`src/rtl/lfsr_rng_if.sv`:
```
// Draw request/response bundle between a consumer and lfsr_rng.
// Handshake: a request transfers on a clock edge where req && ready; the result
// transfers on an edge where valid && ack. valid holds and value stays stable until then.
interface lfsr_rng_if #(
  parameter int WIDTH = 8
);
  logic             req;
  logic [WIDTH-1:0] limit;
  logic             ready;
  logic             valid;
  logic             ack;
  logic [WIDTH-1:0] value;

  modport master (output req, output limit, output ack,
                  input  ready, input valid, input value);
  modport slave  (input  req, input limit, input ack,
                  output ready, output valid, output value);
endinterface

```
`src/rtl/lfsr_rng.sv`:
```
// Fibonacci LFSR random source with seed load, lock-up repair and a bounded
// draw engine that returns uniform values in [0, limit) via rejection sampling.
module lfsr_rng #(
  parameter int               WIDTH        = 8,
  parameter logic [WIDTH-1:0] TAPS         = WIDTH'(8'hB8),
  parameter logic [WIDTH-1:0] DEFAULT_SEED = WIDTH'(1),
  parameter int               MAX_TRIES    = 4
) (
  input  logic             clk,
  input  logic             clr,
  input  logic             en,
  input  logic             load,
  input  logic [WIDTH-1:0] seed,
  lfsr_rng_if.slave        bus,
  output logic [WIDTH-1:0] state_out,
  output logic             lockup_err,
  output logic [1:0]       fsm_dbg
);
  localparam int TW = (MAX_TRIES > 1) ? $clog2(MAX_TRIES) : 1;

  typedef enum logic [1:0] {IDLE = 2'd0, DRAW = 2'd1, DONE = 2'd2} fsm_t;

  fsm_t             fsm, fsm_nxt;
  logic [WIDTH-1:0] lfsr, lfsr_step;
  logic [WIDTH-1:0] lim_q, mask_q, value_q, cand;
  logic [TW-1:0]    tries;
  logic             accept, hit, last_try, stepping;

  // Smallest all-ones mask covering lim-1; degenerate limits draw nothing.
  function automatic logic [WIDTH-1:0] mask_for(input logic [WIDTH-1:0] lim);
    logic [WIDTH-1:0] m;
    logic [WIDTH-1:0] r;
    r = '0;
    m = lim - WIDTH'(1);
    if (lim >= WIDTH'(2)) begin
      for (int i = 0; i < WIDTH; i++) r[i] = |(m >> i);
    end
    return r;
  endfunction

  assign lfsr_step = {lfsr[WIDTH-2:0], ^(lfsr & TAPS)};
  assign accept    = (fsm == IDLE) && bus.req;
  assign cand      = lfsr & mask_q;
  assign hit       = cand < lim_q;
  assign last_try  = (tries == TW'(MAX_TRIES - 1));
  assign stepping  = en || (fsm == DRAW);
  assign state_out = lfsr;

  always_ff @(posedge clk) begin
    if (!clr) begin
      lfsr       <= DEFAULT_SEED;
      lockup_err <= 1'b0;
    end else if (load) begin
      lfsr <= (seed == '0) ? DEFAULT_SEED : seed;
    end else if (lfsr == '0) begin
      // All-zero is a fixed point of any XOR feedback; kick it back to the seed.
      lfsr       <= DEFAULT_SEED;
      lockup_err <= 1'b1;
    end else if (stepping) begin
      lfsr <= lfsr_step;
    end
  end

  always_ff @(posedge clk) begin
    if (!clr) fsm <= IDLE;
    else      fsm <= fsm_nxt;
  end

  always_comb begin
    fsm_nxt = fsm;
    case (fsm)
      IDLE:    if (bus.req) fsm_nxt = (bus.limit < WIDTH'(2)) ? DONE : DRAW;
      DRAW:    if (hit || last_try) fsm_nxt = DONE;
      DONE:    if (bus.ack) fsm_nxt = IDLE;
      default: fsm_nxt = IDLE;
    endcase
  end

  always_comb begin
    bus.ready = (fsm == IDLE);
    bus.valid = (fsm == DONE);
    bus.value = value_q;
    fsm_dbg   = fsm;
  end

  // Since mask < 2*lim, a rejected candidate minus lim always lands in range.
  always_ff @(posedge clk) begin
    if (!clr) begin
      lim_q   <= '0;
      mask_q  <= '0;
      tries   <= '0;
      value_q <= '0;
    end else if (accept) begin
      lim_q  <= bus.limit;
      mask_q <= mask_for(bus.limit);
      tries  <= '0;
      if (bus.limit < WIDTH'(2)) value_q <= '0;
    end else if (fsm == DRAW) begin
      if (hit)           value_q <= cand;
      else if (last_try) value_q <= cand - lim_q;
      else               tries   <= tries + TW'(1);
    end
  end
endmodule

```
`src/flat_wrapper.sv`:
```
// flat-port wrapper written by rule: the top's interface ports become plain ports
module lfsr_rng_flat 
#(
  parameter int               WIDTH        = 8,
  parameter logic [WIDTH-1:0] TAPS         = WIDTH'(8'hB8),
  parameter logic [WIDTH-1:0] DEFAULT_SEED = WIDTH'(1),
  parameter int               MAX_TRIES    = 4
)
  (clk, clr, en, load, seed, state_out, lockup_err, fsm_dbg, bus_req, bus_limit, bus_ack, bus_ready, bus_valid, bus_value);
  lfsr_rng_if #(.WIDTH(WIDTH)) bus_i ();
  input  logic clk;
  input  logic clr;
  input  logic en;
  input  logic load;
  input  logic [WIDTH-1:0] seed;
  output logic [WIDTH-1:0] state_out;
  output logic lockup_err;
  output logic [1:0] fsm_dbg;
  input wire logic [$bits(bus_i.req)-1:0] bus_req;
  input wire logic [$bits(bus_i.limit)-1:0] bus_limit;
  input wire logic [$bits(bus_i.ack)-1:0] bus_ack;
  output wire logic [$bits(bus_i.ready)-1:0] bus_ready;
  output wire logic [$bits(bus_i.valid)-1:0] bus_valid;
  output wire logic [$bits(bus_i.value)-1:0] bus_value;
  assign bus_i.req = bus_req;
  assign bus_i.limit = bus_limit;
  assign bus_i.ack = bus_ack;
  assign bus_ready = bus_i.ready;
  assign bus_valid = bus_i.valid;
  assign bus_value = bus_i.value;
  lfsr_rng #(.WIDTH(WIDTH), .TAPS(TAPS), .DEFAULT_SEED(DEFAULT_SEED), .MAX_TRIES(MAX_TRIES)) u_core (.clk(clk), .clr(clr), .en(en), .load(load), .seed(seed), .bus(bus_i), .state_out(state_out), .lockup_err(lockup_err), .fsm_dbg(fsm_dbg));
endmodule
```
`config.mk`:
```
export PLATFORM = sky130hd
export DESIGN_NAME = lfsr_rng_flat
export DESIGN_NICKNAME = d
export VERILOG_FILES = /design/src/rtl/lfsr_rng_if.sv /design/src/rtl/lfsr_rng.sv /design/src/flat_wrapper.sv
export SDC_FILE = /design/constraint.sdc
export NUM_CORES = 1
export LEC_CHECK = 0
export BUFFER_PORTS_ARGS = -buffer_cell sky130_fd_sc_hd__buf_2
export CAP_MARGIN = 25
export CORE_ASPECT_RATIO = 1.1
export CORE_MARGIN = 1.5
export CORE_UTILIZATION = 45
export DETAILED_ROUTE_END_ITERATION = 10
export GPL_ROUTABILITY_DRIVEN = 0
export MAX_ROUTING_LAYER = met4
export PLACE_DENSITY_LB_ADDON = 0.25
export SYNTH_ARGS = -nofsm -noshare
export SYNTH_HDL_FRONTEND = slang
export SYNTH_SLANG_ARGS = --single-unit
export TNS_END_PERCENT = 20
```
`constraint.sdc`:
```
create_clock -name clk -period 2.81 [get_ports clk]
set_input_delay 0.4215 -clock clk [delete_from_list [all_inputs] [get_ports clk]]
set_output_delay 0.4215 -clock clk [all_outputs]
set_load 0.02 [all_outputs]
```
# --- Word level (Yosys, flattened, before mapping) ---
# Cells that the tools add are included.
word_totals:
  register_bits: 37
  input_bits: 22
  output_inout_bits: 21
  word_cells: 62
op_classes:
  addsub: 3
  n_lt_le_gt_ge: 3
  n_eq_ne: 7
  muxes: 15
  bitwise: 5
  n_reduce_logical: 22
ops:
  columns: ["operator", "count"]
  rows:
  - ["8-bit 2-to-1 mux", 10]
  - ["8-bit logical NOT", 2]
  - ["3-bit AND reduction", 3]
  - ["8-bit bitwise AND", 1]
  - ["8-bit by 2-bit greater-or-equal comparator with 1-bit output (second input constant)", 1]
  - ["8-bit by 2-bit less-than comparator with 1-bit output (second input constant)", 1]
  - ["8-bit less-than comparator", 1]
  - ["2-bit 2-to-1 mux", 4]
  - ["8-bit OR reduction", 1]
  - ["8-bit parity", 1]
  - ["8-bit by 1-bit subtractor with 8-bit output (second input constant)", 1]
  - ["8-bit subtractor", 1]
  - ["7-bit OR reduction", 1]
  - ["2-bit inequality test (second input constant)", 3]
  - ["2-bit case mux with 3 select lines", 1]
  - ["3-bit nonzero test", 2]
  - ["6-bit OR reduction", 1]
  - ["5-bit OR reduction", 1]
  - ["2-bit == test (second input constant)", 2]
  - ["1-bit inverter", 4]
  - ["2-bit OR reduction", 2]
  - ["4-bit OR reduction", 1]
  - ["3-bit OR reduction", 1]
  - ["2-bit by 1-bit adder with 2-bit output (second input constant)", 1]
  - ["other kinds (7)", 8]

# --- Depth between registers and ports, before layout ---
logic_depth:
  ltp_word: 6
  mapped_depth: 11
  mapped_depth_nobuf: 10

# --- Worst setup path after synthesis ---
# No wires, ideal clock.
synth_path:
  kind: "reg2reg"
  startpoint: "register u_core.lfsr[0] (netlist: u_core.state_out[0])"
  endpoint: "register u_core.value_q[5] (netlist: u_core.bus.value[5])"
  setup_time_ps: 117
  t_arrival_ps: 2305
  required_ps: 2693
  slack_ps: 388
  path_stages_with_launch: 11
  path_buffers: 0
  period_less_slack_ps: 2422
  path_cell_list: "dfxtp_1 > nand2_1 > ha_1 > inv_1 > fa_1 > a211oi_1 > nor3_1 > o22ai_2 > o21ai_0 > o211a_1 > a32o_1"
synth_via:
  elab_chain_cells: 6
  elab_cells_between_ends: 9
  classes_between: "add/sub (1); order compare (1); mux (4); bitwise (1); reduce/logical (2)"
synth_lines:
  columns: ["item", "line", "rtl"]
  rows:
  - ["from (decl)", "lfsr_rng.sv:24", "logic [WIDTH-1:0] lfsr, lfsr_step;"]
  - ["from (signal assigned)", "lfsr_rng.sv:54", "lfsr <= (seed == '0) ? DEFAULT_SEED : seed;"]
  - ["from (signal assigned)", "lfsr_rng.sv:60", "lfsr <= lfsr_step;"]
  - ["8-bit bitwise AND *", "lfsr_rng.sv:43", "assign cand = lfsr & mask_q;"]
  - ["8-bit subtractor", "lfsr_rng.sv:100", "else if (last_try) value_q <= cand - lim_q;"]
  - ["8-bit 2-to-1 mux", "lfsr_rng.sv:100", null]
  - ["8-bit 2-to-1 mux", "lfsr_rng.sv:99", "if (hit) value_q <= cand;"]
  - ["8-bit 2-to-1 mux", "lfsr_rng.sv:98", "end else if (fsm == DRAW) begin"]
  - ["8-bit 2-to-1 mux", "lfsr_rng.sv:93", "end else if (accept) begin"]
  - ["to (signal assigned)", "lfsr_rng.sv:99", null]
  - ["to (signal assigned)", "lfsr_rng.sv:100", null]
  - ["to (decl)", "lfsr_rng.sv:25", "logic [WIDTH-1:0] lim_q, mask_q, value_q, cand;"]
# Every way passes the cells marked *; elsewhere a longest branch is shown, timed or not. The select of a mux whose other input is x is not followed.
# A chain may end at the register's enable or synchronous reset.

# --- Worst setup path after layout ---
layout_path:
  startpoint: "register u_core.lfsr[1] (netlist: u_core.state_out[1])"
  endpoint: "register u_core.value_q[5] (netlist: u_core.bus.value[5])"
# Same word-level chain as after synthesis.

==> metrics.md <==
| Metric | Value |
|---|---|
| Status | complete, no violations |
| Average cell area after synthesis | 8.36 sq um |
| Post-synthesis async set-or-reset flop share | 0% |
| Count of input and output buffers | 42 |
| First-pass GRT wire length | approximately 8.5 mm |
| Post-Route WL | ~5.1 mm |
| Hold buffer count at CTS | 0 |
| Synth Flop Type | dfxtp_1 |
| WHS Endpoint | u_core.state_out[0] |
| EDFF count, synth | 0 |
| DR vias/cell | 5.39 |
| Inserted Diodes | 0 |
| Initial drt markers | between 150 and 200 |
| Slowest-stage cell, CP | fa_1 |
| Routed len/inst | approximately 14 um |
| Worst path cell trace | and2_1 -> fa_1 -> a211oi_1 -> nor3_1 -> o22ai_2 -> o21ai_0 -> o211a_1 -> a32o_1 |
| Setup CP Type | register to register |
| Synthesis-stage register bit count | 37 |
| Req. time, crit path | about 3000 ps |
| Fin Setup TNS | 0 ps |
| Register-to-Register Path Depth | 8 |
| Syn_nets | roughly 300 |
| Critical R2R Launch | u_core.state_out[1] |
| Final period util | between 80% and 90% |
| Max Freq | between 400 and 500 MHz |
| Synthesized cell area | ~2200 sq um |
| Worst Tran Pin Value | about 520 ps |
| Gr busiest metal | met2 |
| Reg power frac | 42.1% |
| Placed cells | 360 |
| Layout Nets | 347 |
| Filler instances | roughly 450 |
| Full die area | between 5000 and 6000 sq um |
| RSZ-0062 raised after global routing | no |
| Sequential share of the synthesized area | 33.1% |
| Tmin final | between 2000 and 2500 ps |
| CP arrival | 2660 ps |
| Final hold vios | 0 |
| Switching Share | 35.2% |
| Cell count after synthesis | 268 |
| Most common cell after layout, fill and taps aside | buf_2 |
| DR DRC count | 0 |
| Synth warn | 0 |
| Gr ovfl total | 0 |
| Reg2Reg Capture Point | u_core.bus.value[5] |
| Max-cap violations | 0 |
| # rows | 26 |
| CTS resizes | 0 |
| Worst skew pair latency | around 290 ps |
| Antenna violations before repair | 0 |
| Max Slew Vio Count | 0 |
| Slew headroom | 65.0% |
| Die X | between 70 and 80 um |
| Register Area | around 740 sq um |
| M2 GR Usage | 30.2% |
| Final Setup Violations | 0 |
| Critical path endpoint category | register |
| Overall Global Routing Usage | about a fifth |
| Final Non-Filler Cells | roughly 370 |
| Clock sinks | 37 |
| Met3 Usage GRT | under 10% |
| Clock share of power | between 20% and 30% |
| Die Ht | between 70 and 80 um |
| Layout cells sized above 1 | 21.5% |
| Leakage | between 1 and 1.5 nW |
| Clock root buffer | clkbuf_8 |
| Post-Route Skew | 6.29 ps |
| Worst Path Max Fanout | 7 |
| M1 GR Usage | a little over a quarter |
| Via Count | slightly below 2000 |
| Clock Path Buffers | 2 |
| Crit-path leading delay family | compound AO/OA/AOI/OAI gates |
| Synth cell types | 55 |
| Hold_sp | clr |
| Pwr dens | 565 nW/um^2 |
| # IOs | 43 |
| CTS tree | done |
| DPL Wire Length | 3.99 mm |
| CP Launch Type | register |
| Starting Density | a little under half |
| Pint | between 0.0009 and 0.001 W |
| Pre-Repair DR Iteration Count | 5 |
| Largest net degree at the start of global routing | 20 |
| Reg2reg setup slack | between 300 and 400 ps |
| Htree depth | 2 |
| Net switching power | between 0.0005 and 0.0006 W |
| Num CTS Buffers | 5 |
| WP buf/inv | 0 |
| VDD IR max | 0.000403 V |
| Core area | around 4700 sq um |
| Area of the multi-input gates | roughly 1400 sq um |
| Post-DRT Antenna Nets | 0 |
| Post-CTS Setup Inserts | 0 |
| Most frequent cells in the layout | buf_2 (42), nand2_1 (38), dfxtp_1 (37), nor2_1 (22), a21oi_1 (17) |
| WHS Path Cells | 2 |
| Area grow syn2layout | 14.8% |
| Worst-path clk slew | about 70 ps |
| Hold Path Class | input pin to register |
| Largest stage delay on the critical path | approximately 460 ps |
| Number of global-route vias before repair | between 1500 and 2000 |
| Combinational share of power | between 30 and 40% |
-- Yosys cell counts, types with 2 or more instances --
library cell  instances  area, sq um
nand2_1              38          143
dfxtp_1              37          741
nor2_1               22         82.6
a21oi_1              17         85.1
inv_1                15         56.3
ha_1                 13          163
o21ai_0              11         55.1
a211oi_1              8         60.1
nor3_1                8         40.0
and2_1                7         43.8
xnor2_1               7         61.3
mux2i_1               6         60.1
o21a_1                6         45.0
a21o_1                5         37.5
a31oi_1               5         31.3
clkbuf_1              5         18.8
o2bb2ai_1             5         43.8
nand3_1               4         20.0
buf_2                 3         15.0
nor2b_1               3         18.8
xor2_1                3         26.3
a32o_1                2         20.0
nor2_2                2         12.5
nor3b_1               2         15.0
nor4_1                2         12.5
o311ai_0              2         17.5
or4_1                 2         15.0
-- power by group through the flow --
stage          combinational (W)  clock (W)  sequential (W)
3_3_place_gp            0.000467          0        0.000623
2_1_floorplan           0.000333          0        0.000639
6_report                0.000472   0.000369        0.000612
4_1_cts                 0.000473   0.000377        0.000612
3_5_place_dp            0.000471          0        0.000624
5_1_grt                 0.000528   0.000410        0.000619
-- final cells by class --
cell class / count / area share [%]
Tap cell: 56 / 2.73
Sequential cell: 37 / 28.8
Clock buffer: 5 / 2.68
Inverter: 15 / 2.19
Clock inverter: 3 / 0.681
Multi-Input combinational cell: 205 / 53.3
Timing Repair Buffer: 47 / 9.64
-- worst register-to-register path: stages (launching register included) --
cell and delay [ps]:
dfxtp_1 370, and2_1 220, fa_1 460, a211oi_1 380, nor3_1 130, o22ai_2 120, o21ai_0 190, o211a_1 270
a32o_1 230
-- worst max-delay path by stage --
stage / from / endpoint / cells past startpoint
after floorplan: u_core.state_out[0] / u_core.bus.value[5] / 10
after global placement: bus_limit[1] / u_core.mask_q[3] / 9
after detailed placement: u_core.state_out[1] / u_core.bus.value[6] / 8
after CTS: u_core.state_out[1] / u_core.bus.value[5] / 8
after global routing: u_core.state_out[1] / u_core.bus.value[6] / 8
final: u_core.state_out[1] / u_core.bus.value[5] / 8
-- metal layers --
metal / vias to the layer above / share of wire (%)
li1: 1045 / -
met1: 891 / 50
met2: 41 / 44
met3: 6 / 4.3
met4: 0 / 1.2
met5: - / 0
-- flip-flops by register name, indices dropped and copies added, names as in the netlist --
signal	cells
u_core.bus.value	8
u_core.lim_q	8
u_core.mask_q	8
u_core.state_out	8
u_core.fsm_dbg	2
u_core.tries	2
u_core.lockup_err	1
-- logic make-up (layout without fill, tap and decap cells) --
group | count (synthesis) | in the layout | synth area share [%]
fa+ha+maj | 14 | 14 | 8.16
flops | 37 | 37 | 33.1
mux | 7 | 7 | 3.18
simple gates | 98 | 98 | 21.6
buf+inv | 26 | 70 | 5.75
compound gates | 76 | 76 | 24.3
xor+xnor | 10 | 10 | 3.91
-- through the flow --
step / hold slack [ps] / cell area, sq um / setup slack, ps / util, % / power, W
2_1_floorplan: 414 / 2240 / 388 / - / 0.000972
3_3_place_gp: 432 / 2480 / 419 / 52.7 / 0.00109
3_5_place_dp: 437 / 2480 / 349 / 52.7 / 0.00109
4_1_cts: 397 / 2570 / 343 / 54.5 / 0.00146
5_1_grt: 397 / 2570 / 139 / 54.5 / 0.00156
6_report: 402 / 2570 / 334 / 54.5 / 0.00145
Note: power is estimated with default switching activity, not from simulation.
